===== config.mk =====
export PLATFORM = sky130hd
export DESIGN_NAME = game_tick_scheduler
export DESIGN_NICKNAME = d
export VERILOG_FILES = /design/src/rtl/game_tick_scheduler.sv
export SDC_FILE = /design/constraint.sdc
export NUM_CORES = 1
export LEC_CHECK = 0
export CELL_PAD_IN_SITES_DETAIL_PLACEMENT = 1
export CELL_PAD_IN_SITES_GLOBAL_PLACEMENT = 1
export CORE_ASPECT_RATIO = 1.75
export CORE_MARGIN = 2
export CORE_UTILIZATION = 35
export DETAILED_ROUTE_END_ITERATION = 8
export DONT_BUFFER_PORTS = 1
export PLACE_DENSITY = 0.67
export SYNTH_ARGS = -nofsm -noshare
export SYNTH_HDL_FRONTEND = slang
export SYNTH_SLANG_ARGS = --single-unit

===== constraint.sdc =====
create_clock -name clkIn -period 8 [get_ports clkIn]
set_clock_uncertainty 0.05 [all_clocks]
set_input_delay 0.4 -clock clkIn [delete_from_list [all_inputs] [get_ports clkIn]]
set_output_delay 0.4 -clock clkIn [all_outputs]
set_load 0.03 [all_outputs]

===== src/rtl/game_tick_scheduler.sv =====
// Game tick scheduler: a run/pause/idle FSM that issues one-cycle tick pulses
// on a programmable period, with merged speed-up requests applied at a wrap.
module game_tick_scheduler #(
    parameter int CNT_W       = 27,
    parameter int INIT_PERIOD = 50_000_000,
    parameter int MIN_PERIOD  = 5_000_000,
    parameter int STEP        = 5_000_000
) (
    input  logic             clkIn,
    input  logic             reset,
    input  logic             start,
    input  logic             pause,
    input  logic             resume,
    input  logic             stop,
    input  logic             speed_up,
    output logic             tick,
    output logic [15:0]      tick_count,
    output logic [CNT_W-1:0] period,
    output logic [1:0]       state
);

    typedef enum logic [1:0] {
        IDLE   = 2'd0,
        RUN    = 2'd1,
        PAUSED = 2'd2
    } state_t;

    localparam logic [CNT_W-1:0] INIT_P = CNT_W'(INIT_PERIOD);
    localparam logic [CNT_W-1:0] MIN_P  = CNT_W'(MIN_PERIOD);
    localparam logic [CNT_W-1:0] STEP_P = CNT_W'(STEP);
    localparam logic [CNT_W-1:0] ONE    = CNT_W'(1);
    localparam logic [CNT_W:0]   FLOOR  =
        (CNT_W + 1)'(MIN_PERIOD) + (CNT_W + 1)'(STEP);

    if (!(INIT_PERIOD >= MIN_PERIOD && MIN_PERIOD >= 2)) begin : g_param_check
        $fatal(1, "game_tick_scheduler: need INIT_PERIOD >= MIN_PERIOD >= 2");
    end

    state_t           state_q;
    state_t           state_n;
    logic [CNT_W-1:0] counter;
    logic [CNT_W-1:0] counter_n;
    logic [CNT_W-1:0] period_n;
    logic [CNT_W-1:0] shorter;
    logic [15:0]      count_n;
    logic             tick_n;
    logic             pending;
    logic             pending_n;
    logic             wrap;

    // Compare against MIN+STEP first so the subtraction can never underflow.
    assign shorter = ({1'b0, period} >= FLOOR) ? period - STEP_P : MIN_P;
    assign state   = state_q;

    always_comb begin
        state_n   = state_q;
        counter_n = counter;
        tick_n    = 1'b0;
        count_n   = tick_count;
        period_n  = period;
        pending_n = pending;
        wrap      = 1'b0;

        unique case (state_q)
            IDLE: begin
                counter_n = '0;
                pending_n = 1'b0;
                if (start) begin
                    state_n  = RUN;
                    count_n  = '0;
                    period_n = INIT_P;
                end
            end
            RUN: begin
                wrap      = (counter == period - ONE);
                counter_n = wrap ? '0 : counter + ONE;
                tick_n    = wrap && !pause;
                if (pause) begin
                    state_n = PAUSED;
                end
            end
            PAUSED: begin
                if (resume) begin
                    state_n = RUN;
                end
            end
            default: begin
                state_n   = IDLE;
                counter_n = '0;
                pending_n = 1'b0;
            end
        endcase

        if (wrap && pending) begin
            period_n  = shorter;
            pending_n = 1'b0;
        end

        // A request arriving on the applying wrap waits for the next one.
        if (state_q != IDLE && speed_up) begin
            pending_n = 1'b1;
        end

        if (tick_n && tick_count != 16'hFFFF) begin
            count_n = tick_count + 16'd1;
        end

        if (stop) begin
            state_n   = IDLE;
            counter_n = '0;
            tick_n    = 1'b0;
            count_n   = tick_count;
            period_n  = period;
            pending_n = 1'b0;
        end
    end

    always_ff @(posedge clkIn) begin
        if (reset) begin
            state_q    <= IDLE;
            counter    <= '0;
            tick       <= 1'b0;
            tick_count <= '0;
            period     <= INIT_P;
            pending    <= 1'b0;
        end else begin
            state_q    <= state_n;
            counter    <= counter_n;
            tick       <= tick_n;
            tick_count <= count_n;
            period     <= period_n;
            pending    <= pending_n;
        end
    end

endmodule


**After elaboration in Yosys (flattened, before gate mapping)**

Cells that the tools add are included.

- Bits in registers: 74
- Bits in read-only memories: 0
- Memories: 0
- Input port bits: 7
- Memory bits (writable): 0
- Word-level logic and storage cells: 54
- Bits in latches: 0
- Output and inout bits: 46

- Multiply operators: 0
- Reductions and logical operators: 16
- $add $sub $neg: 4
- Muxes and demuxes: 18
- Shifts and indexed selects: 0
- $lt $le $gt $ge: 1
- Bitwise operators: 1
- Eq/ne operators: 8
- Divide/modulo/power cells: 0

Operators with widths:

| operator | count |
|---|---|
| 27-bit 2-to-1 mux | 5 |
| 27-bit one-hot mux with 2 select lines | 1 |
| 16-bit 2-to-1 mux | 3 |
| 27-bit by 1-bit adder with 27-bit output, second input constant | 1 |
| 27-bit == test | 1 |
| 27-bit by 24-bit >= comparator with 1-bit output, second input constant | 1 |
| 27-bit by 1-bit subtractor with 27-bit output, second input constant | 1 |
| 27-bit by 23-bit subtractor with 27-bit output, second input constant | 1 |
| 16-bit by 1-bit adder with 16-bit output, second input constant | 1 |
| 16-bit inequality test, second input constant | 1 |
| 2-bit nonzero test | 5 |
| 3-bit AND reduction | 3 |
| 2-bit 2-to-1 mux | 3 |
| 2-bit inequality test, second input constant | 3 |
| 2-bit one-hot mux with 3 select lines | 1 |
| 1-bit 2-to-1 mux | 5 |
| 1-bit logical AND | 4 |
| 2-bit OR reduction | 2 |
| 3-bit by 1-bit inequality test with 1-bit output, second input constant | 1 |
| 2-bit by 1-bit == test with 1-bit output, second input constant | 1 |
| 2-bit == test, second input constant | 1 |
| 2-bit zero test | 1 |
| 1-bit zero test | 1 |
| 1-bit inverter | 1 |

**Depth between registers and ports, before layout**

Gate-level depths: netlist of run 1.

- Word-level depth: 7
- Gate-level depth with buffers: 15
- Depth with buffers taken out: 10

**Least setup slack after synthesis of run 1**

Ideal clock, no wire load.

- Path type: register to register
- Start: register period[6]
- End: register period[20]
- Cell stages (with the launch flop): 15
- Setup time: 0.131 ns
- Buffers on the path: 4
- Arrival: 3.392 ns
- Period minus slack after synthesis: 3.573 ns
- Setup slack: 4.427 ns
- Data required time: 7.819 ns
- Cell sequence: dfxtp_1 buf_6 inv_1 ha_1 buf_2 or4b_1 clkbuf_1 nor4_1 xnor2_1 o211ai_1 nor4_4 nand4_4 buf_2 o31ai_1 o211ai_1

- Word-level cells in the longest chain between the ends: 6

Ends and longest elaborated chain:

| item | line | text |
|---|---|---|
| start: declaration | 18 | `output logic [CNT_W-1:0] period,` |
| start signal: assignment | 131 | `period <= period_n;` |
| 27-bit by 1-bit subtractor with 27-bit output | 75 | `wrap = (counter == period - ONE);` |
| 27-bit == test | 75 |  |
| 1-bit 2-to-1 mux | 64 | `unique case (state_q)` |
| 1-bit logical AND | 94 | `if (wrap && pending) begin` |
| 2-bit nonzero test (no source line) | n/a |  |
| 3-bit AND reduction (no source line) | n/a |  |

Several ways; a longest one is shown, not always the timed one.
A chain may end at the register's enable or synchronous reset.

**Worst setup path after layout of run 1**

- Start: register period[6]
- End: register period[7]

The elaborated chain is that of the path after synthesis.

==> key figures, run 1 <==
Layout
  – Cell Count, Final, Fillers Out: 741
  – P&R area growth vs syn: 7.637%
  – Fin area: 0.005026 mm²
  – Filler cells: 1559
  – Antenna cells: 0
  – Storage element area: 0.001361 mm²
  – Area of the multi-input gates: 0.002999 mm²
  – Layout cells sized above 1: 6.842%
  – Nets: 580

Hold path
  – Hold Path Stages: 1
  – Worst min-delay path class: input pin to flop
  – Worst hold endpoint: tick_count[0]
  – Hold path start: reset

Synthesis
  – Top-count cell post-synth: dfxtp_1
  – Register area share after synthesis: 29.15%
  – Post-synthesis cell area: 0.004669 mm²
  – Yosys reg bits: 68
  – Mapped Avg Cell Area: 7.888 µm²
  – Syn Inst Count: 592
  – Number of synthesized flops with an enable pin: 0
  – Post-synth top area cell: dfxtp_1
  – Synth Flop Type: dfxtp_1
  – Distinct cells, synth: 67
  – Synth warn: 0
  – Commonest cells post-synth: dfxtp_1 (68), nor2_1 (64), nand2_1 (47)
  – Synth async-reset ratio: 0%
  – Top cell type's share of synthesized area: 29.15%
  – Top cells by area, synth: dfxtp_1 (29%), xor2_1 (5.8%), nor2_1 (5.1%), nand2_1 (3.8%), xnor2_1 (3.6%)

Worst setup path
  – Delay-heaviest family, CP: simple AND/OR/NAND/NOR gates
  – Crit path kind: flop to flop
  – Reg2reg path depth: 10
  – WP data arrival: 4.47 ns
  – Worst setup SP type: flop
  – Worst path max stage delay: 0.86 ns
  – CP endpoint kind: flop
  – Reg-to-reg endpoint: period[7]
  – Crit-path cells: inv_1, ha_1, nor4b_1, nand3_1, xnor2_1, o211ai_1, nor4_4, nand4_4, a2bb2oi_1, or3_1
  – R2R setup slack: 3.70 ns
  – Worst Path Required: 8.17 ns
  – Worst Path Buf+Inv: 1
  – Worst r2r src: period[6]
  – Crit path max fanout: 28
  – Slowest-stage cell, CP: nor4b_1

Routing
  – Final wirelength: 14560 µm
  – DR WL met2: 8194 µm
  – Met1 wire length: 5178 µm
  – Routed wire per std cell: 19.65 µm
  – Top sig layer: met4
  – TritonRoute pass-1 iters: 4
  – DRC viols: 0
  – Initial DRC Count: 225
  – Via density: 5.826
  – Met3 WL: 696 µm
  – Via count of the routed design: 4317
  – Detail Route Antenna Nets: 0

Floorplanning
  – Chip height: 156.8 µm
  – Die Area: 0.01432 mm²
  – Die width: 91.32 µm
  – CORE AREA: 0.01301 mm²
  – I/O pin total: 53
  – Row count: 55
  – Initial Util: 35.90%

Global route
  – GRT Util Overall: 21.12%
  – GR Overflow Total: 0
  – Largest net degree at the start of global routing: 29
  – Vias in the first global route: 4503
  – First-pass GRT wire length: 23700 µm
  – Initial antenna violation count: 0

Power
  – Logic gate share of total power: 3.1%
  – Switching share of power: 21.38%
  – Max VDD drop: 0.08907 mV
  – Switch Pwr: 0.0001791 W
  – P_leak: 1.697 nW
  – Clock share of power: 56.1%
  – Power Internal: 0.0006586 W
  – Power per cell area: 166.7 mW/mm²
  – Share of power burned in registers: 40.7%

STA
  – Final min period: 4.304 ns
  – Endpoints failing setup: 0
  – Fin crit share: 53.80%
  – Rel. slew slack: 31.29%
  – Slew Limit Fails: 0
  – Setup TNS: 0 ns
  – RSZ-0062 raised after global routing: false
  – Max frequency: 0.2324 GHz
  – Final-report hold violation count: 0
  – Pin slew with the least headroom to its limit: 1.016 ns

Run status
  – Status: finished clean

Placement
  – Dpl hpwl: 11190 µm
  – Number of port buffers: 0
  – Area after DPL: 0.004676 mm²
  – RePlAce Congestion: 0.8493
  – Placed cells: 725

CTS
  – Clock root buffer: clkbuf_16
  – Longest Clk Path Bufs: 2
  – CTS tree: built
  – Cts hold-fix bufs: 0
  – Reg clk slew, reported paths: 0.06 ns
  – TritonCTS Sinks: 68
  – PostCTS Resize Cnt: 0
  – H-tree depth: 3
  – Clock Latency Late Sink: 0.34 ns
  – Inserted Clock Buffers: 9
  – Postcts setup bufs: 0

Run
  – Max Cap Violations: 0
layout by cell type, fill, tap and decap left out, types with 3 or more instances in the layout:
| master | Yosys | final |
|---|---|---|
| dfxtp_1 | 68 | 68 |
| nor2_1 | 64 | 64 |
| nand2_1 | 47 | 47 |
| nand3_1 | 32 | 32 |
| xor2_1 | 31 | 31 |
| a21oi_1 | 30 | 30 |
| inv_1 | 21 | 21 |
| nor3_1 | 21 | 21 |
| xnor2_1 | 19 | 19 |
| a211oi_1 | 15 | 15 |
| or3_1 | 14 | 14 |
| nand4_1 | 13 | 13 |
| o21ai_0 | 13 | 13 |
| nand2b_1 | 12 | 12 |
| nor4_1 | 12 | 12 |
| o211ai_1 | 9 | 9 |
| a21o_1 | 9 | 9 |
| clkbuf_16 | 0 | 9 |
| mux2i_1 | 8 | 8 |
| ha_1 | 8 | 8 |
| a31oi_1 | 7 | 7 |
| and4_1 | 7 | 7 |
| and3_1 | 6 | 6 |
| conb_1 | 1 | 6 |
| nand4b_1 | 5 | 5 |
| nor2b_1 | 5 | 5 |
| or2_2 | 4 | 4 |
| nor4_4 | 4 | 4 |
| o31ai_1 | 4 | 4 |
| or4_1 | 4 | 4 |
| a311oi_1 | 3 | 3 |
| o2111ai_1 | 3 | 3 |
| nand3b_1 | 3 | 3 |
| a21boi_0 | 3 | 3 |
| o21a_1 | 3 | 3 |
| a211o_1 | 3 | 3 |
| bufinv_16 | 0 | 3 |
| buf_4 | 6 | 3 |
per-stage QoR:
| step | utilization [%] | hold slack (ns) | setup slack, ns | total power, W |
|---|---|---|---|---|
| 3_5_place_dp | 35.95 | 0.4260 | 3.731 | 0.0003750 |
| 4_1_cts | 38.64 | 0.06409 | 3.703 | 0.0008464 |
| 6_report | 38.64 | 0.07786 | 3.696 | 0.0008377 |
| 3_3_place_gp | 35.95 | 0.4202 | 3.925 | 0.0003743 |
| 5_1_grt | 38.64 | 0.06702 | 3.267 | 0.0008629 |
| 2_1_floorplan | - | 0.4079 | 4.427 | 0.0003731 |
cell type report:
cell class	count	share of cell area, %
tap	171	4.257
inverter	21	1.568
multi-input combinational	462	59.67
clock buffer	10	4.755
timing repair buffer	3	0.4481
clock inverter	6	2.216
sequential	68	27.08
worst max path at each step:
stage,start,end,slack [ns],cells after the start
6_report,period[6],period[7],3.70,10
4_1_cts,period[6],period[7],3.70,10
5_1_grt,period[6],period[21],3.27,10
3_3_place_gp,period[6],period[7],3.93,10
3_5_place_dp,period[6],period[7],3.73,10
2_1_floorplan,period[6],period[20],4.43,14
worst register-to-register path: stages (launching register included):
cell,delay (ns)
dfxtp_1,0.52
inv_1,0.18
ha_1,0.34
nor4b_1,0.86
nand3_1,0.20
xnor2_1,0.30
o211ai_1,0.19
nor4_4,0.48
nand4_4,0.47
a2bb2oi_1,0.26
or3_1,0.35
kinds of logic (layout without fill, tap and decap cells):
| group | count (synthesis) | in the layout | synth area share (%) |
|---|---|---|---|
| AND/OR/NAND/NOR | 268 | 268 | 31.86 |
| AO/OA/AOI/OAI | 122 | 122 | 18.65 |
| flip-flops | 68 | 68 | 29.15 |
| buffers and inverters | 67 | 40 | 7.020 |
| XOR/XNOR | 50 | 50 | 9.378 |
| adder cells (fa/ha/maj) | 8 | 8 | 2.144 |
| multiplexers | 8 | 8 | 1.715 |
| other | 1 | 6 | 0.08031 |
power groups by stage:
| stage | clock, W | combinational [W] | sequential, W |
|---|---|---|---|
| after floorplan | 0 | 0.0000248 | 0.000348 |
| after global placement | 0 | 0.0000257 | 0.000349 |
| after detailed placement | 0 | 0.0000263 | 0.000349 |
| after CTS | 0.000479 | 0.0000265 | 0.000341 |
| after global routing | 0.000493 | 0.0000288 | 0.000341 |
| final | 0.000470 | 0.0000262 | 0.000341 |
per-layer routing:
| layer | global-route usage, % | vias up |
|---|---|---|
| met5 | 0 | - |
| li1 | - | 2067 |
| met3 | 4.429 | 31 |
| met1 | 20.63 | 2127 |
| met2 | 41.55 | 92 |
| met4 | 9.740 | 0 |
flip-flops by register name (all words and copies together), names as in the netlist:
signal and flops:
counter 27, period 21, tick_count 16, state 2, pending 1, tick 1
No activity file was read; power rests on OpenSTA's default activity.
==> run 2, diff against run 1 <==
==> constraint.sdc (replaced) <==
create_clock -name clkIn -period 4.3 [get_ports clkIn]
set_clock_uncertainty 0.05 [all_clocks]
set_input_delay 0.215 -clock clkIn [delete_from_list [all_inputs] [get_ports clkIn]]
set_output_delay 0.215 -clock clkIn [all_outputs]
set_load 0.03 [all_outputs]
==> run 2 against run 1 <==
Compared with the run above:
- utilization increased by 0.79 points
- first-iteration DRC count decreased by 14%
- worst hold slack got worse by 0.035 ns
- combinational power increased by 100%
- clock-buffer cell count increased by 3
- sequential power increased by 86%
- critical path depth unchanged
- cell area increased by 2.0%
- highest routed layer unchanged
==> key figures, run 2 (synthesis gave the netlist of run 1 again) <==
STA
  – Rel. slew slack: 47.64% (+16 points)
  – Endpoints failing setup: 0 (unchanged)
  – Final setup margin: 0.4939 ns (-3.202 ns)
  – Max frequency: 0.2627 GHz (+13%)
  – Hold_ws: 0.04316 ns (-0.03470 ns)
  – Fin crit share: 88.51% (+35 points)
  – Pin slew with the least headroom to its limit: 0.7787 ns (-0.2376 ns)
  – Final-report hold violation count: 0 (unchanged)
  – RSZ-0062 raised after global routing: false
  – Setup TNS: 0 ns (unchanged)
  – Slew Limit Fails: 0 (unchanged)
  – Final min period: 3.806 ns (-0.4978 ns)

Worst setup path
  – Reg2reg path depth: 10 (unchanged)
  – CP endpoint kind: flop
  – Worst Path Required: 4.47 ns (-3.70 ns)
  – Worst r2r src: period[6]
  – Delay-heaviest family, CP: simple AND/OR/NAND/NOR gates
  – Worst Path Buf+Inv: 1 (unchanged)
  – CP endpoint: period[24]
  – Worst path max stage delay: 0.63 ns (-0.23 ns)
  – Crit path max fanout: 17 (-39%)
  – R2R setup slack: 0.49 ns (-3.20 ns)
  – Slowest-stage cell, CP: or4b_1
  – Crit path kind: flop to flop
  – CP startpoint: period[6]
  – WP data arrival: 3.98 ns (-0.49 ns)
  – Worst setup SP type: flop
  – Reg-to-reg endpoint: period[24]
  – Levels on crit path: 10 (unchanged)
  – Crit-path cells: inv_1, ha_1, or4b_1, nor4_1, xnor2_1, nand4_1, nor4_1, nand4_1, o21a_1, a211o_1

Routing
  – Final wirelength: 15250 µm (+4.7%)
  – DRC viols: 0 (unchanged)
  – Routed wire per std cell: 20.14 µm (+2.5%)
  – Via count of the routed design: 4410 (+2.2%)
  – Detail Route Antenna Nets: 0 (unchanged)
  – Initial DRC Count: 194 (-14%)
  – TritonRoute pass-1 iters: 4 (unchanged)
  – Via density: 5.826 (about the same)

Global route
  – GR Overflow Total: 0 (unchanged)
  – First-pass GRT wire length: 25060 µm (+5.7%)
  – Vias in the first global route: 4806 (+6.7%)
  – Initial antenna violation count: 0 (unchanged)
  – GRT Util Overall: 22.07% (+0.95 points)
  – Largest net degree at the start of global routing: 29 (unchanged)

CTS
  – Clock root buffer: clkbuf_16
  – Longest Clk Path Bufs: 2 (unchanged)
  – Postcts setup bufs: 0 (unchanged)
  – H-tree depth: 3 (unchanged)
  – Inserted Clock Buffers: 9 (unchanged)
  – Clock Latency Late Sink: 0.33 ns (about the same)
  – TritonCTS Sinks: 68 (unchanged)
  – CTS tree: built
  – Reg clk slew, reported paths: 0.06 ns (about the same)

Floorplanning
  – Die width: 91.32 µm (unchanged)
  – Chip height: 156.8 µm (unchanged)
  – I/O pin total: 53 (unchanged)
  – Row count: 55 (unchanged)
  – Die Area: 0.01432 mm² (unchanged)
  – CORE AREA: 0.01301 mm² (unchanged)
  – Initial Util: 35.90% (unchanged)

Layout
  – Antenna cells: 0 (unchanged)
  – Largest reg by FF count: counter
  – Layout cells sized above 1: 8.874% (+2.0 points)
  – Most frequent cells in the layout: dfxtp_1 (68), nor2_1 (64), nand2_1 (47)
  – P&R area growth vs syn: 9.834%
  – Nets: 598 (+3.1%)
  – Fin area: 0.005129 mm² (+2.0%)
  – Most common cell after layout, fill and taps aside: dfxtp_1
  – Regs by FF count: counter: 27 flops, period: 21 flops, tick_count: 16 flops
  – Max reg flops: 27 (unchanged)

Placement
  – Dpl hpwl: 11810 µm (+5.6%)
  – RePlAce Congestion: 0.8865 (+4.4%)
  – Pre-CTS setup slack: 0.5199 ns (-3.211 ns)
  – Number of port buffers: 0 (unchanged)
  – Area after DPL: 0.004788 mm² (+2.4%)

Power
  – Power per cell area: 284.5 mW/mm² (+71%)
  – P_leak: 1.768 nW (+4.2%)
  – Max VDD drop: 0.1833 mV (+110%)

Run status
  – Status: finished clean

Hold path
  – Worst min-delay path class: input pin to flop

Run
  – Max Cap Violations: 0 (unchanged)
==> run 2: cell types whose count changed in the layout (fill, tap and decap cells not counted) <==
cell,delta
clkbuf_8,+3
bufinv_16,-2
clkinvlp_4,-1
buf_4,+15
dlygate4sd3_1,+3
clkinv_2,-1
clkinv_4,-1
==> run 2: power breakdown <==
part           switching [W]  internal, W
sequential        0.00000354     0.000632
clock               0.000266     0.000506
combinational      0.0000384    0.0000138
==> run 2: layer usage <==
metal	wire, µm	vias up	global-route usage [%]
li1	-	2105	-
met1	5451	2180	21.31
met2	8585	91	43.17
met3	612	34	4.911
met4	597	0	10.89
met5	0	-	0
==> run 2: how the worst min path moves through the flow <==
stage,depth (start not counted),from,slack (ns),endpoint
3_5_place_dp,1,reset,0.24,tick_count[0]
6_report,2,stop,0.04,period[14]
5_1_grt,2,stop,0.04,period[14]
4_1_cts,2,stop,0.03,period[14]
3_3_place_gp,1,reset,0.24,tick_count[0]
2_1_floorplan,2,speed_up,0.30,pending
==> run 2: area by class of cell <==
cell class                 instances  area, µm²
inverter                          21      78.83
timing repair buffer              21      165.2
tap                              171      214.0
clock buffer                      13      280.3
multi-input combinational        462       2999
sequential                        68       1361
fill                            1588       7878
clock inverter                     1      30.03
==> run 2: what timing repair did <==
action                    in CTS  in global routing
hold endpoints to repair       8                  0
hold buffers                   3                  0
gates resized for setup        0                  0
==> run 2: stage by stage <==
stage	power, W	std cells	util [%]
2_1_floorplan	0.0006941	597	-
3_3_place_gp	0.0006966	740	36.82
3_5_place_dp	0.0006982	740	36.82
4_1_cts	0.001478	757	39.43
5_1_grt	0.001511	757	39.43
6_report	0.001459	757	39.43
==> run 3, diff against run 2 <==
--- a/config.mk
+++ b/config.mk
@@ -5,14 +5,15 @@
 export SDC_FILE = /design/constraint.sdc
 export NUM_CORES = 1
 export LEC_CHECK = 0
+export ABC_CLOCK_PERIOD_IN_PS = 4150
+export BUFFER_PORTS_ARGS = -buffer_cell sky130_fd_sc_hd__buf_2
 export CELL_PAD_IN_SITES_DETAIL_PLACEMENT = 1
 export CELL_PAD_IN_SITES_GLOBAL_PLACEMENT = 1
 export CORE_ASPECT_RATIO = 1.75
 export CORE_MARGIN = 2
 export CORE_UTILIZATION = 35
 export DETAILED_ROUTE_END_ITERATION = 8
-export DONT_BUFFER_PORTS = 1
-export PLACE_DENSITY = 0.67
+export PLACE_DENSITY = 0.71
 export SYNTH_ARGS = -nofsm -noshare
 export SYNTH_HDL_FRONTEND = slang
 export SYNTH_SLANG_ARGS = --single-unit
==> constraint.sdc (replaced) <==
create_clock -name clkIn -period 4.15 [get_ports clkIn]
set_clock_uncertainty 0.05 [all_clocks]
set_input_delay 0.2075 -clock clkIn [delete_from_list [all_inputs] [get_ports clkIn]]
set_output_delay 0.2075 -clock clkIn [all_outputs]
set_load 0.03 [all_outputs]
==> run 3 against run 2 <==
Compared with the run above:
- sequential power is 3.3% higher
- clock-buffer cell count stayed put
- utilization is 1.3 points higher
- highest routed layer unchanged
==> key figures, run 3 (synthesis gave the netlist of run 1 again) <==
Placement
  – Dpl hpwl: 11950 µm (+1.1%)
  – Number of port buffers: 46 (+46)
  – Pre-CTS setup slack: 0.2541 ns (-0.2658 ns)
  – Placed cells: 781 (+5.5%)
  – RePlAce Congestion: 0.8537 (-3.7%)

Floorplanning
  – Initial Util: 35.90% (unchanged)
  – Chip height: 156.8 µm (unchanged)
  – I/O pin total: 53 (unchanged)
  – Die width: 91.32 µm (unchanged)
  – Row count: 55 (unchanged)
  – CORE AREA: 0.01301 mm² (unchanged)
  – Die Area: 0.01432 mm² (unchanged)

STA
  – Max frequency: 0.2620 GHz (-0.27%)
  – Slew Limit Fails: 0 (unchanged)
  – Pin slew with the least headroom to its limit: 0.7524 ns (-0.02634 ns)
  – Final-report hold violation count: 0 (unchanged)
  – Final setup margin: 0.3335 ns (-0.1605 ns)
  – Fin crit share: 91.96% (+3.5 points)
  – Rel. slew slack: 49.84% (+2.2 points)
  – RSZ-0062 raised after global routing: false
  – Endpoints failing setup: 0 (unchanged)
  – Final min period: 3.817 ns (+0.01047 ns)
  – Setup TNS: 0 ns (unchanged)

Run status
  – Status: finished clean

Power
  – Switching share of power: 21.88% (+0.77 points)
  – Power per cell area: 288.3 mW/mm² (+1.3%)
  – Switch Pwr: 0.0003342 W (+8.5%)
  – Share of power burned in registers: 43.0% (-0.5 points)
  – Clock share of power: 53.0% (about the same)
  – Power Internal: 0.001193 W (+3.7%)
  – Logic gate share of total power: 4.0% (+0.4 points)
  – Max VDD drop: 0.1862 mV (+1.5%)
  – P_leak: 1.940 nW (+9.7%)

CTS
  – H-tree depth: 3 (unchanged)
  – Clock Latency Late Sink: 0.34 ns (about the same)
  – Clock root buffer: clkbuf_16
  – Reg clk slew, reported paths: 0.05 ns (about the same)
  – CTS tree: built
  – Inserted Clock Buffers: 9 (unchanged)
  – TritonCTS Sinks: 68 (unchanged)
  – Longest Clk Path Bufs: 2 (unchanged)
  – Postcts setup bufs: 0 (unchanged)

Routing
  – Initial DRC Count: 282 (+45%)
  – Via density: 5.829 (about the same)
  – Detail Route Antenna Nets: 0 (unchanged)
  – Final wirelength: 15760 µm (+3.4%)
  – Via count of the routed design: 4634 (+5.1%)
  – DRC viols: 0 (unchanged)
  – Routed wire per std cell: 19.83 µm (-1.6%)
  – TritonRoute pass-1 iters: 4 (unchanged)

Worst setup path
  – CP endpoint kind: flop
  – WP data arrival: 4.05 ns (+0.07 ns)
  – Slowest-stage cell, CP: or4b_1
  – Crit path kind: flop to flop
  – Worst path max stage delay: 0.64 ns (about the same)
  – Crit path max fanout: 15 (-2)
  – Worst setup SP type: flop
  – Crit-path cells: inv_1, ha_1, or4b_1, nor4_4, a21oi_1, nand4b_1, nor4_4, buf_4, a31o_2, or4b_1, nand2_1
  – Worst Path Buf+Inv: 2 (+1)
  – Worst Path Required: 4.38 ns (-0.09 ns)
  – Delay-heaviest family, CP: simple AND/OR/NAND/NOR gates

Global route
  – GRT Util Overall: 22.52% (+0.45 points)
  – First-pass GRT wire length: 25490 µm (+1.7%)
  – GR Overflow Total: 0 (unchanged)
  – Vias in the first global route: 4940 (+2.8%)
  – Largest net degree at the start of global routing: 29 (unchanged)
  – Initial antenna violation count: 0 (unchanged)

Layout
  – Layout cells sized above 1: 15.06% (+6.2 points)
  – Largest reg by FF count: counter
  – P&R area growth vs syn: 13.45%
  – Max reg flops: 27 (unchanged)
  – Most common cell after layout, fill and taps aside: dfxtp_1
  – Cell Count, Final, Fillers Out: 795 (+5.0%)
  – Storage element area: 0.001361 mm² (unchanged)
  – Regs by FF count: counter: 27 flops, period: 21 flops, tick_count: 16 flops
  – Filler cells: 1616 (+1.8%)
  – Most frequent cells in the layout: dfxtp_1 (68), nor2_1 (64), nand2_1 (47)
  – Nets: 636 (+6.4%)
  – Area of the multi-input gates: 0.003005 mm² (+0.21%)
  – Antenna cells: 0 (unchanged)

Run
  – Max Cap Violations: 0 (unchanged)

Hold path
  – Worst min-delay path class: input pin to flop
## run 3: cell count changes in the layout (fill, tap and decap cells not counted), sizes merged
cell,before,now
buf,18,59
dlygate4sd3,3,0
## run 3: tightest hold or removal path, cell delays in order
cell	delay (ns)
buf_2	0.08
a32oi_1	0.05
nor2_1	0.08
## run 3: worst paths after layout
kind / start / slack, ns / end / depth (start not counted)
worst max-delay path: period[7] / 0.33 / tick_count[5] / 11
worst min-delay path: speed_up / 0.05 / pending / 3
worst min register to register: counter[1] / 0.44 / counter[1] / 2
worst max register to register: period[7] / 0.33 / tick_count[5] / 11
## run 3: power groups by stage
stage	combinational (W)	sequential, W	clock (W)
2_1_floorplan	0.0000477	0.000671	0
3_3_place_gp	0.0000601	0.000670	0
3_5_place_dp	0.0000614	0.000670	0
4_1_cts	0.0000619	0.000656	0.000820
5_1_grt	0.0000669	0.000656	0.000842
6_report	0.0000616	0.000656	0.000810
## run 3: final cells by class
class | count | share of cell area, %
Multi-Input combinational cell | 462 | 56.73
Sequential cell | 68 | 25.70
Timing Repair Buffer | 59 | 6.188
Clock buffer | 13 | 5.291
Tap cell | 171 | 4.039
Inverter | 21 | 1.488
Clock inverter | 1 | 0.5668
## run 3: metrics by stage
stage	hold slack, ns	area (µm²)	total power (W)	utilization, %
floorplan	0.2945	4688	0.0007192	-
global placement	0.3926	4981	0.0007302	38.30
detailed placement	0.4017	4981	0.0007317	38.30
CTS	0.05212	5291	0.001538	40.68
global route	0.07943	5298	0.001565	40.73
finish	0.05418	5298	0.001527	40.73
## run 3: timing repair
item,in CTS,in global routing
setup endpoints to repair,0,11
hold buffers,0,0
resized for setup,0,1
## run 3: per-layer routing
layer	global-route usage (%)	up-vias	share of wire (%)
met3	4.044	41	3.3
met1	21.36	2303	35
li1	-	2183	-
met5	0	-	0
met2	45.11	107	57
met4	11.33	0	4.4
